[config.mk]
export PLATFORM = sky130hd
export DESIGN_NAME = logic_unit_cache_flat
export DESIGN_NICKNAME = d
export VERILOG_FILES = /design/src/rtl/logic_unit_cache_if.sv /design/src/rtl/logic_unit_cache.sv /design/src/flat_wrapper.sv
export SDC_FILE = /design/constraint.sdc
export NUM_CORES = 1
export LEC_CHECK = 0
export BUFFER_PORTS_ARGS = -buffer_cell sky130_fd_sc_hd__buf_2
export CAP_MARGIN = 10
export CORE_ASPECT_RATIO = 0.9
export CORE_MARGIN = 2
export CORE_UTILIZATION = 61
export DETAILED_ROUTE_END_ITERATION = 7
export PLACE_DENSITY = 0.89
export SLEW_MARGIN = 20
export SYNTH_ARGS = -nofsm -noshare
export SYNTH_HDL_FRONTEND = slang
export SYNTH_SLANG_ARGS = --single-unit
[constraint.sdc]
create_clock -name clk -period 3.1 [get_ports clk]
set_clock_uncertainty 0.05 [all_clocks]
set_input_delay 0 -clock clk [delete_from_list [all_inputs] [get_ports clk]]
set_output_delay 0 -clock clk [all_outputs]
set_load 0.1 [all_outputs]
[src/rtl/logic_unit_cache_if.sv]
// Handshake and cache-read bundle for logic_unit_cache.
//   master: producer/consumer side (drives operands, out_ready, rd_addr)
//   slave : the logic unit (drives in_ready, result, tag, rd_data, count)
interface logic_unit_cache_if #(
  parameter int unsigned WIDTH = 8,
  parameter int unsigned DEPTH = 4
);
  localparam int unsigned ADDR_W = $clog2(DEPTH);

  logic              in_valid;
  logic              in_ready;
  logic [2:0]        op;
  logic [WIDTH-1:0]  in_1;
  logic [WIDTH-1:0]  in_2;
  logic              out_valid;
  logic              out_ready;
  logic [WIDTH-1:0]  out;
  logic [ADDR_W-1:0] out_tag;
  logic [ADDR_W-1:0] rd_addr;
  logic [WIDTH-1:0]  rd_data;
  logic [ADDR_W:0]   count;

  modport master (
    output in_valid, op, in_1, in_2, out_ready, rd_addr,
    input  in_ready, out_valid, out, out_tag, rd_data, count
  );

  modport slave (
    input  in_valid, op, in_1, in_2, out_ready, rd_addr,
    output in_ready, out_valid, out, out_tag, rd_data, count
  );
endinterface

[src/rtl/logic_unit_cache.sv]
// Registered bitwise logic unit with valid/ready on both sides. Every accepted
// result is also written to a DEPTH-entry circular cache with a registered,
// read-before-write read port.
// Ports:
//   clk  - rising-edge clock
//   rst  - synchronous active-high reset
//   bus  - logic_unit_cache_if.slave: in_valid/in_ready/op/in_1/in_2,
//          out_valid/out_ready/out/out_tag, rd_addr/rd_data, count
module logic_unit_cache #(
  parameter int unsigned WIDTH = 8,
  parameter int unsigned DEPTH = 4
) (
  input logic               clk,
  input logic               rst,
  logic_unit_cache_if.slave bus
);
  localparam int unsigned ADDR_W = $clog2(DEPTH);
  localparam int unsigned CNT_W  = ADDR_W + 1;

  localparam logic [2:0] OP_AND  = 3'b000;
  localparam logic [2:0] OP_OR   = 3'b001;
  localparam logic [2:0] OP_XOR  = 3'b010;
  localparam logic [2:0] OP_NAND = 3'b011;
  localparam logic [2:0] OP_NOR  = 3'b100;
  localparam logic [2:0] OP_XNOR = 3'b101;
  localparam logic [2:0] OP_NOT  = 3'b110;

  logic [WIDTH-1:0]  out_q, out_d;
  logic [ADDR_W-1:0] out_tag_q, out_tag_d;
  logic              out_valid_q, out_valid_d;
  logic [WIDTH-1:0]  rd_data_q, rd_data_d;
  logic [CNT_W-1:0]  count_q, count_d;
  logic [ADDR_W-1:0] wr_ptr_q, wr_ptr_d;
  logic [WIDTH-1:0]  cache_q [DEPTH];
  logic [WIDTH-1:0]  cache_d [DEPTH];

  logic              in_ready_c;
  logic              accept_c;
  logic [WIDTH-1:0]  result_c;

  // Bitwise function of the current operands.
  always_comb begin
    result_c = bus.in_1;
    case (bus.op)
      OP_AND:  result_c = bus.in_1 & bus.in_2;
      OP_OR:   result_c = bus.in_1 | bus.in_2;
      OP_XOR:  result_c = bus.in_1 ^ bus.in_2;
      OP_NAND: result_c = ~(bus.in_1 & bus.in_2);
      OP_NOR:  result_c = ~(bus.in_1 | bus.in_2);
      OP_XNOR: result_c = ~(bus.in_1 ^ bus.in_2);
      OP_NOT:  result_c = ~bus.in_1;
      default: result_c = bus.in_1;
    endcase
  end

  // Handshake, result register, cache write and read next-state.
  always_comb begin
    in_ready_c  = !out_valid_q || bus.out_ready;
    accept_c    = bus.in_valid && in_ready_c;

    out_d       = out_q;
    out_tag_d   = out_tag_q;
    out_valid_d = out_valid_q;
    count_d     = count_q;
    wr_ptr_d    = wr_ptr_q;
    cache_d     = cache_q;
    // Read from the pre-write array: same-slot read returns the old value.
    rd_data_d   = cache_q[bus.rd_addr];

    if (accept_c) begin
      out_d             = result_c;
      out_tag_d         = wr_ptr_q;
      out_valid_d       = 1'b1;
      cache_d[wr_ptr_q] = result_c;
      // DEPTH is a power of two, so the natural wrap of wr_ptr is mod DEPTH.
      wr_ptr_d          = wr_ptr_q + ADDR_W'(1);
      if (count_q != CNT_W'(DEPTH)) begin
        count_d = count_q + CNT_W'(1);
      end
    end else if (out_valid_q && bus.out_ready) begin
      out_valid_d = 1'b0;
    end
  end

  // State registers with synchronous reset.
  always_ff @(posedge clk) begin
    if (rst) begin
      out_q       <= '0;
      out_tag_q   <= '0;
      out_valid_q <= 1'b0;
      rd_data_q   <= '0;
      count_q     <= '0;
      wr_ptr_q    <= '0;
      for (int i = 0; i < int'(DEPTH); i++) begin
        cache_q[i] <= '0;
      end
    end else begin
      out_q       <= out_d;
      out_tag_q   <= out_tag_d;
      out_valid_q <= out_valid_d;
      rd_data_q   <= rd_data_d;
      count_q     <= count_d;
      wr_ptr_q    <= wr_ptr_d;
      cache_q     <= cache_d;
    end
  end

  assign bus.in_ready  = in_ready_c;
  assign bus.out       = out_q;
  assign bus.out_tag   = out_tag_q;
  assign bus.out_valid = out_valid_q;
  assign bus.rd_data   = rd_data_q;
  assign bus.count     = count_q;
endmodule

[src/flat_wrapper.sv]
// flat-port wrapper written by rule: the top's interface ports become plain ports
module logic_unit_cache_flat 
#(
  parameter int unsigned WIDTH = 8,
  parameter int unsigned DEPTH = 4
)
  (clk, rst, bus_in_valid, bus_op, bus_in_1, bus_in_2, bus_out_ready, bus_rd_addr, bus_in_ready, bus_out_valid, bus_out, bus_out_tag, bus_rd_data, bus_count);
  logic_unit_cache_if #(.WIDTH(WIDTH), .DEPTH(DEPTH)) bus_i ();
  input logic clk;
  input logic rst;
  input wire logic [$bits(bus_i.in_valid)-1:0] bus_in_valid;
  input wire logic [$bits(bus_i.op)-1:0] bus_op;
  input wire logic [$bits(bus_i.in_1)-1:0] bus_in_1;
  input wire logic [$bits(bus_i.in_2)-1:0] bus_in_2;
  input wire logic [$bits(bus_i.out_ready)-1:0] bus_out_ready;
  input wire logic [$bits(bus_i.rd_addr)-1:0] bus_rd_addr;
  output wire logic [$bits(bus_i.in_ready)-1:0] bus_in_ready;
  output wire logic [$bits(bus_i.out_valid)-1:0] bus_out_valid;
  output wire logic [$bits(bus_i.out)-1:0] bus_out;
  output wire logic [$bits(bus_i.out_tag)-1:0] bus_out_tag;
  output wire logic [$bits(bus_i.rd_data)-1:0] bus_rd_data;
  output wire logic [$bits(bus_i.count)-1:0] bus_count;
  assign bus_i.in_valid = bus_in_valid;
  assign bus_i.op = bus_op;
  assign bus_i.in_1 = bus_in_1;
  assign bus_i.in_2 = bus_in_2;
  assign bus_i.out_ready = bus_out_ready;
  assign bus_i.rd_addr = bus_rd_addr;
  assign bus_in_ready = bus_i.in_ready;
  assign bus_out_valid = bus_i.out_valid;
  assign bus_out = bus_i.out;
  assign bus_out_tag = bus_i.out_tag;
  assign bus_rd_data = bus_i.rd_data;
  assign bus_count = bus_i.count;
  logic_unit_cache #(.WIDTH(WIDTH), .DEPTH(DEPTH)) u_core (.clk(clk), .rst(rst), .bus(bus_i));
endmodule
# ---- Yosys cells after proc, flatten, opt, wreduce, memory -nomap -nowiden
# Cells that the tools add are included.
dict set report word_totals {
  word_cells 48
  input_bits 25
  regBits 56
}
dict set report op_classes {
  n_reduce_logical 8
  n_bitwise 9
  n_addsub 2
  n_mux 9
  eq_ne 7
  order_cmp 3
}
# operator count
set op_table {}
lappend op_table {{case mux 8 bit (7 select lines)} 1}
lappend op_table {{bitwise mux 32 bit} 1}
lappend op_table {{inverter 8 bit} 4}
lappend op_table {{two-way mux 8 bit} 3}
lappend op_table {{binary-select mux 8 bit (select 2 bit)} 1}
lappend op_table {{demux 8 bit (select 2 bit)} 1}
lappend op_table {{equality test 3 bit, second input constant} 3}
lappend op_table {{bitwise AND 8 bit} 1}
lappend op_table {{OR 8 bit} 1}
lappend op_table {{bitwise XOR 8 bit} 1}
lappend op_table {{equality test 3 x 2 -> 1 bit, second input constant} 2}
lappend op_table {{greater-or-equal comparator 3 bit, second input constant} 2}
lappend op_table {{inverter 2 -> 3 bit} 2}
lappend op_table {{adder 3 x 1 -> 3 bit, second input constant} 1}
lappend op_table {{equality test 3 x 1 -> 1 bit, second input constant} 1}
lappend op_table {{logical AND 1 bit} 3}
lappend op_table {{zero test 3 bit} 1}
lappend op_table {{< comparator 3 x 1 -> 1 bit, second input constant} 1}
lappend op_table {{!= test 3 bit, second input constant} 1}
lappend op_table {{adder 2 x 1 -> 2 bit, second input constant} 1}
lappend op_table {{two-way mux 1 bit} 2}
lappend op_table {{AND reduction 2 bit} 1}
lappend op_table {{nonzero test 2 bit} 1}
lappend op_table {{zero test 1 bit} 1}
lappend op_table {{logical OR 1 bit} 1}

# ---- Longest topological paths before layout
# Gate-level depths: netlist (run 1).
dict set report logic_depth {
  word_depth 6
  depth_mapped 7
  mapped_depth_nobuf 7
}

# ---- Worst setup path after synthesis (run 1)
# No wires, ideal clock.
dict set report synth_timing {
  kind {register to register}
  from {register u_core.out_valid_q (netlist: u_core.bus.out_valid)}
  to {register u_core.cache_q[8] in the netlist's numbering}
  required_ns 2.933
  slack_ns 0.750
  arrival_ns 2.183
  path_stages_with_launch 7
  setup_ns 0.117
  path_buffers 2
  path_cell_list {dfxtp_1 > nand2b_1 > buf_2 > nor2b_1 > and3_1 > clkbuf_1 > a32o_1}
}
dict set report synth_between {
  elab_chain_cells 3
}
# element line_no
set synth_rtl {}
lappend synth_rtl {{from (decl)} logic_unit_cache.sv:30} ;# logic out_valid_q, out_valid_d;
lappend synth_rtl {{from (signal assigned)} logic_unit_cache.sv:100} ;# out_valid_q <= out_valid_d;
lappend synth_rtl {{zero test 1 bit} logic_unit_cache.sv:58} ;# in_ready_c = !out_valid_q || bus.out_ready;
lappend synth_rtl {{logical OR 1 bit} logic_unit_cache.sv:58}
lappend synth_rtl {{net bus_in_ready} flat_wrapper.sv:17} ;# output wire logic [$bits(bus_i.in_ready)-1:0] bus_in_ready;
lappend synth_rtl {{logical AND 1 bit} logic_unit_cache.sv:59} ;# accept_c = bus.in_valid && in_ready_c;
lappend synth_rtl {{to (signal assigned)} logic_unit_cache.sv:104} ;# cache_q <= cache_d;
lappend synth_rtl {{to (decl)} logic_unit_cache.sv:34} ;# logic [WIDTH-1:0] cache_q [DEPTH];
# The timed path passes the listed nets, and every way through them passes these cells.
# A chain may end at the register's enable or synchronous reset.

# ---- Final worst setup path (run 1)
dict set report layout_timing {
  from {register u_core.wr_ptr_q[1]}
  to {register u_core.cache_q[20] in the netlist's numbering}
}
dict set report layout_between {
  elab_chain_cells 6
}
# element line_no
set layout_rtl {}
lappend layout_rtl {{from (decl)} logic_unit_cache.sv:33} ;# logic [ADDR_W-1:0] wr_ptr_q, wr_ptr_d;
lappend layout_rtl {{from (signal assigned)} logic_unit_cache.sv:103} ;# wr_ptr_q <= wr_ptr_d;
lappend layout_rtl {{inverter 2 -> 3 bit (not written as such) (*)} logic_unit_cache.sv:74} ;# cache_d[wr_ptr_q] = result_c;
lappend layout_rtl {{greater-or-equal comparator 3 bit (not written as such) or < comparator 3 x 1 -> 1 bit (tied branches)} logic_unit_cache.sv:74}
lappend layout_rtl {{logical AND 1 bit (not written as such)} logic_unit_cache.sv:74}
lappend layout_rtl {{two-way mux 8 bit (not written as such)} logic_unit_cache.sv:74}
lappend layout_rtl {{demux 8 bit (select 2 bit) (*)} logic_unit_cache.sv:74}
lappend layout_rtl {{bitwise mux 32 bit (*)} logic_unit_cache.sv:74}
# Mark *: on every way between the ends. The rest lies on a longest branch, timed or not.

==> results of run 1 <==
-- placed cells by master, fill, tap and decap left out, types with 2 or more instances in the layout --
cell / instances
a22o_1: 16
xnor2_1: 3
a31o_2: 3
mux2i_1: 7
nor2_1: 17
a21oi_1: 16
a31oi_1: 4
o22ai_1: 2
inv_1: 27
o32ai_2: 3
o21ai_0: 5
nand2b_1: 10
dfxtp_1: 56
nand3b_1: 2
nand3_1: 4
o21a_1: 2
inv_6: 2
clkbuf_8: 5
and3_1: 4
mux4_2: 10
mux2_4: 2
a32o_1: 13
buf_2: 47
nor3_1: 3
ha_1: 22
nand2_1: 17
mux2_2: 6
nor3b_1: 3
nor2b_1: 14
-- cell type report --
class                   count  area, um2  share of cell area (%)
multi-input cells         203       1710                    50.9
inverters                  27        101                    3.03
clock inverters             3       25.0                   0.747
flip-flops and latches     56       1120                    33.5
repair buffers             48        245                    7.32
clock buffers               5       68.8                    2.06
well taps                  65       81.3                    2.43
-- tightest hold or removal path, cell delays in order --
cell,delay (ns)
buf_2,0.12
nor2_1,0.08
o41ai_2,0.20
-- cell families (layout without fill, tap and decap cells) --
family                   Yosys count  count (layout)
AND/OR/NAND/NOR                   79              79
flip-flops                        56              56
multiplexers                      25              25
XOR/XNOR                           3               3
AO/OA/AOI/OAI                     74              74
buffers and inverters             49              83
adder cells (fa/ha/maj)           22              22
-- what timing repair did --
item,in CTS,in global routing
setup endpoints to repair,0,0
endpoints found under the hold margin,1,0
gates resized for setup,0,0
hold buffers,1,0
-- registers in the layout, summed over array words and instances (netlist names) --
register and cells:
u_core.bus.out_valid 1, u_core.bus.count 3, u_core.wr_ptr_q 2, u_core.bus.out_tag 2, u_core.cache_q 32, u_core.bus.out 8, u_core.bus.rd_data 8
-- worst paths after layout --
check,slack (ns),cells past startpoint,to,from
worst max register to register,1.31,4,u_core.cache_q[20],u_core.wr_ptr_q[1]
worst min-delay path,0.06,3,u_core.bus.out[3],bus_in_1[3]
worst max-delay path,1.31,4,u_core.cache_q[20],u_core.wr_ptr_q[1]
worst min register to register,0.41,2,u_core.bus.out_tag[1],u_core.bus.out_tag[1]
-- per-layer routing --
layer  GRT usage [%]  routed length [um]  up-vias  share of wire (%)
li1                -                   -     1161                  -
met1            30.1                2750     1182                 42
met2            42.8                3280       75                 50
met3            4.46                 387       11                5.9
met4            10.7                  99        0                1.5
met5               0                   0        -                  0
-- stage by stage --
stage                     instance area, um2  hold slack [ns]  util, %
after global routing                    3350           0.0786     69.3
after global placement                  3240            0.260     67.1
after floorplan                         3050            0.168        -
after CTS                               3350           0.0565     69.3
final                                   3350           0.0645     69.3
after detailed placement                3240            0.267     67.1
-- power groups by stage --
stage               registers [W]  clock network, W  logic (W)
global route             0.000785          0.000444   0.000437
global placement         0.000794                 0   0.000391
floorplan                0.000909                 0   0.000212
finish                   0.000780          0.000411   0.000408
CTS                      0.000779          0.000417   0.000407
detailed placement       0.000796                 0   0.000405
==> results.ini, run 1 <==
[routing]
wl_per_cell_um = 16.0
detail_route.vias_per_cell = 5.97
dr.pass1.iters = 4
vias = 2429
drt_iter0_markers = 195
route.detailed.drc = 0
final_antenna_net_count = 0
wirelength_um = 6520

[cts]
clock_sinks = 56
cts_buffers = 5
clk_latency_ns = 0.32
postCtsSetupRepairBufs = 0
cts_tree = built
clkSlewWorstSetupHoldPaths_ns = 0.10
clockBufferDepth = 2
cts_root_buffer = clkbuf_8
h-tree-depth = 2

[sta]
slew_headroom_pct = 38.2
finalSetupViolCount = 0
fin_crit_sh_pct = 57.7
hold_violations = 0
slew_violations = 0
timing.fmax_ghz = 0.559
worst_slew_pin_slew_ns = 0.923
final.setup.tns_ns = 0
rsz0062_at_grt = false
fin_ws_ns = 1.31
layout_min_cycle_time_ns = 1.79

[yosys]
ys_seq_area_share_pct = 36.8
syn_avg_cell_area_um2 = 9.89
synthSimpleGateAreaFrac_pct = 13.6
synth_edf_count = 0
ys_types = 46
async_flop_share_pct = 0
yosysWarnings = 0
synthCells = 308
synthFlopType = dfxtp_1
synth_top_family_by_area = compound AO/OA/AOI/OAI gates
synth_top_area_cell = dfxtp_1
netlist_top_cells_count = 56 x dfxtp_1, 27 x inv_1, 22 x ha_1, 17 x nand2_1, 17 x nor2_1
ys_seq_elements = 56
yosys.area_share.xor_xnor_pct = 0.863
synth_compound_area_share_pct = 19.6
netlist_top_cells_area = dfxtp_1 37%, ha_1 9.0%, mux4_2 7.4%
netlist_area_mm2 = 0.00305
synthAdderAreaFrac_pct = 9.04
synth.area.mux_share_pct = 12.9
syn_nets = 355
yosys.cell_count.top_type = dfxtp_1
synth_top_area_share_pct = 36.8

[setup_path]
cp-end-kind = flip-flop
cpMaxStageDelayCell = a31oi_1
path_buf_inv = 1
path_cells = inv_1, ha_1, a31oi_1, a22o_1
crit_fanout = 8
critical_path_arrival_ns = 2.00
critPathTopFamily = compound AO/OA/AOI/OAI gates
start_kind = flip-flop
critPathMaxStageDelay_ns = 0.73
crit_type = flip-flop to flip-flop
required_ns = 3.32

[die]
rows = 24
start_util_pct = 63.0
die_w_um = 78.5
dieArea_mm2 = 0.00557
ios = 48
die_h_um = 71.0
core_area_mm2 = 0.00483

[global_routing]
grtUsageTotal_pct = 24.7
grt_pass1_wl_um = 10800
antenna_found_initial = 0
grt_max_degree = 35
grt-ovfl-total = 0
grt_pass1_vias = 2353

[power_and_ir_drop]
power.net_switching_w = 0.000549
irDropWorstVdd_v = 0.000250
p_comb_share_pct = 25.5
pwr-share-clk_pct = 25.7
total_power_w = 0.00160
leakagePower_nw = 1.47
pwr-share-seq_pct = 48.8
switching_share_pct = 34.3
internal_power_w = 0.00105
powerDensity_mw_per_mm2 = 478

[final_layout]
antenna_cells = 0
fill_cells = 370
instances_no_fill = 407
drive_gt1_share_pct = 24.3
nets = 388
area_growth_pct = 9.94

[place]
portBuffers = 47
place_hpwl_um = 4870
gp_congestion = 0.861
dp.cells = 398
dpl_worst_slack_ns = 1.34

[run]
drv_cap = 0

[hold_path]
min_path_type = input pin to flip-flop

[outcome]
outcome = finished, final reports clean

No activity file was read; power rests on OpenSTA's default activity.
==> inputs of run 2 (changes only) <==
--- a/config.mk
+++ b/config.mk
@@ -9,9 +9,9 @@
 export CAP_MARGIN = 10
 export CORE_ASPECT_RATIO = 0.9
 export CORE_MARGIN = 2
-export CORE_UTILIZATION = 61
+export CORE_UTILIZATION = 57
 export DETAILED_ROUTE_END_ITERATION = 7
-export PLACE_DENSITY = 0.89
+export PLACE_DENSITY = 0.84
 export SLEW_MARGIN = 20
 export SYNTH_ARGS = -nofsm -noshare
 export SYNTH_HDL_FRONTEND = slang
==> constraint.sdc (replaced) <==
create_clock -name clk -period 1.7 [get_ports clk]
set_clock_uncertainty 0.05 [all_clocks]
set_input_delay 0 -clock clk [delete_from_list [all_inputs] [get_ports clk]]
set_output_delay 0 -clock clk [all_outputs]
set_load 0.1 [all_outputs]
==> run 2 against run 1 <==
  * Power rose by 98%
  * Sequential share of layout area down 1.5 points
  * Largest cell class unchanged
  * Global-route usage fell by 1.1 points
  * Register-to-register slack got worse by 1.2 ns
  * Critical path type unchanged
  * Final area up 5.4%
  * Sequential power increased by 83%
  * Largest power group unchanged
  * Via count increased by 3.0%
==> results.ini, run 2 (synthesized netlist as in run 1, its figures left out) <==
[final_layout]
multi_input_area_mm2 = 0.00171  ; +0.44%
antenna_cells = 0  ; unchanged
top_register = u_core.cache_q
drive_gt1_share_pct = 28.2  ; +3.9 points
instances_no_fill = 425  ; +4.4%
layout_common_cells = 53 x dfxtp_1, 47 x buf_2, 27 x inv_1
fill_cells = 405  ; +9.5%
seq_area_mm2 = 0.00113  ; +0.56%
final_common_cell = dfxtp_1
nets = 404  ; +4.1%
largest_reg_flops = 32  ; unchanged
area_growth_pct = 15.9

[global_routing]
grt-ovfl-total = 0  ; unchanged
grt_max_degree = 21  ; -40%
grtUsageTotal_pct = 23.6  ; -1.1 points
antenna_found_initial = 0  ; unchanged
grt_pass1_wl_um = 10800  ; +0.45%
grt_pass1_vias = 2286  ; -2.8%

[cts]
clock_sinks = 56  ; unchanged
cts_root_buffer = clkbuf_8
clkSlewWorstSetupHoldPaths_ns = 0.10  ; about the same
clockBufferDepth = 2  ; unchanged
cts_tree = built
cts_buffers = 5  ; unchanged
h-tree-depth = 2  ; unchanged
clk_latency_ns = 0.31  ; about the same

[setup_path]
critical_path_arrival_ns = 1.70  ; -0.30 ns
crit_fanout = 8  ; unchanged
critPathTopFamily = flip-flops
required_ns = 1.84  ; -1.48 ns
r2r_end = u_core.cache_q[8]
crit_type = flip-flop to flip-flop
path_buf_inv = 1  ; unchanged
rrSetupSlack_ns = 0.14  ; -1.17 ns
critPathMaxStageDelay_ns = 0.47  ; -0.26 ns
start_kind = flip-flop
r2r_start = u_core.wr_ptr_q[0]
cp-end-kind = flip-flop
path_cells = inv_1, ha_1, and3_1, a32o_1
reg2reg_depth = 4  ; unchanged
cpMaxStageDelayCell = dfxtp_1

[sta]
hold_violations = 0  ; unchanged
fin_ws_ns = 0.143  ; -1.17 ns
timing.fmax_ghz = 0.642  ; +15%
whs_ns = 0.0542  ; -0.0103 ns
fin_crit_sh_pct = 91.6  ; +34 points
slew_headroom_pct = 66.4  ; +28 points
finalSetupViolCount = 0  ; unchanged
worst_slew_pin_slew_ns = 0.503  ; -0.419 ns
layout_min_cycle_time_ns = 1.56  ; -0.231 ns
rsz0062_at_grt = false
slew_violations = 0  ; unchanged
final.setup.tns_ns = 0  ; unchanged

[hold_path]
worstHoldStart = bus_in_1[5]
whs_path_depth = 3  ; unchanged
min_path_type = input pin to flip-flop
hold_end = u_core.bus.out[5]

[place]
dp.cells = 414  ; +4.0%
dpl_worst_slack_ns = 0.0228  ; -1.32 ns
place_hpwl_um = 4940  ; +1.4%
gp_congestion = 0.807  ; -6.2%
portBuffers = 47  ; unchanged

[power_and_ir_drop]
irDropWorstVdd_v = 0.000591  ; +140%
powerDensity_mw_per_mm2 = 899  ; +88%
leakagePower_nw = 1.57  ; +7.2%
total_power_w = 0.00317  ; +98%

[die]
core_area_mm2 = 0.00519  ; +7.4%
start_util_pct = 58.7  ; -4.3 points
dieArea_mm2 = 0.00594  ; +6.6%
die_w_um = 81.1  ; +3.3%
die_h_um = 73.3  ; +3.3%
rows = 25  ; +4.2%
ios = 48  ; unchanged

[routing]
drt_iter0_markers = 180  ; -7.7%
vias = 2503  ; +3.0%
final_antenna_net_count = 0  ; unchanged
wl_per_cell_um = 15.7  ; -2.1%
detail_route.vias_per_cell = 5.89  ; -1.3%
dr.pass1.iters = 5  ; +1
route.detailed.drc = 0  ; unchanged
wirelength_um = 6670  ; +2.2%

[run]
drv_cap = 0  ; unchanged

[outcome]
outcome = finished, final reports clean

==> run 2: through the flow <==
step / util [%] / cell area, um2
after floorplan: - / 3070
after global placement: 64.8 / 3370
after detailed placement: 64.8 / 3370
after CTS: 68.0 / 3530
after global routing: 68.0 / 3530
final: 68.0 / 3530
==> run 2: timing repair <==
item                      in CTS  in global routing
gates resized for setup        0                  0
hold endpoints to repair       7                  0
setup buffers                  0                  0
hold buffers                   3                  0
==> run 2: tightest hold or removal path, cell delays in order <==
cell,delay (ns)
buf_2,0.13
o211ai_1,0.12
a21oi_1,0.13
==> run 2: cell type report <==
| class | count | share of cell area [%] |
|---|---|---|
| flip-flops and latches | 56 | 32.0 |
| repair buffers | 64 | 10.5 |
| well taps | 67 | 2.38 |
| clock inverters | 2 | 1.10 |
| multi-input cells | 203 | 48.5 |
| inverters | 27 | 2.87 |
| clock buffers | 6 | 2.66 |
==> run 2: how the worst max path moves through the flow <==
| stage | to | slack, ns | from | cells after the start |
|---|---|---|---|---|
| 2_1_floorplan | u_core.cache_q[8] | 0.01 | u_core.bus.out_valid | 6 |
| 3_3_place_gp | u_core.cache_q[19] | 0.08 | bus_in_1[3] | 8 |
| 3_5_place_dp | u_core.cache_q[20] | 0.02 | bus_in_1[4] | 7 |
| 4_1_cts | u_core.cache_q[8] | 0.18 | u_core.wr_ptr_q[0] | 4 |
| 5_1_grt | u_core.cache_q[9] | 0.09 | u_core.wr_ptr_q[0] | 4 |
| 6_report | u_core.cache_q[8] | 0.14 | u_core.wr_ptr_q[0] | 4 |
==> run 2: power by group <==
group / total [W] / internal, W / switching [W]
Combinational: 0.000780 / 0.000267 / 0.000513
Clock: 0.000965 / 0.000534 / 0.000431
Sequential: 0.00143 / 0.00138 / 0.0000460
==> run 2: per-layer routing <==
| metal | up-vias | global-route usage, % | wire length [um] |
|---|---|---|---|
| met5 | - | 0 | 0 |
| met4 | 0 | 8.29 | 107 |
| met3 | 11 | 3.32 | 319 |
| met2 | 96 | 40.1 | 3350 |
| met1 | 1191 | 30.7 | 2890 |
| li1 | 1205 | - | - |
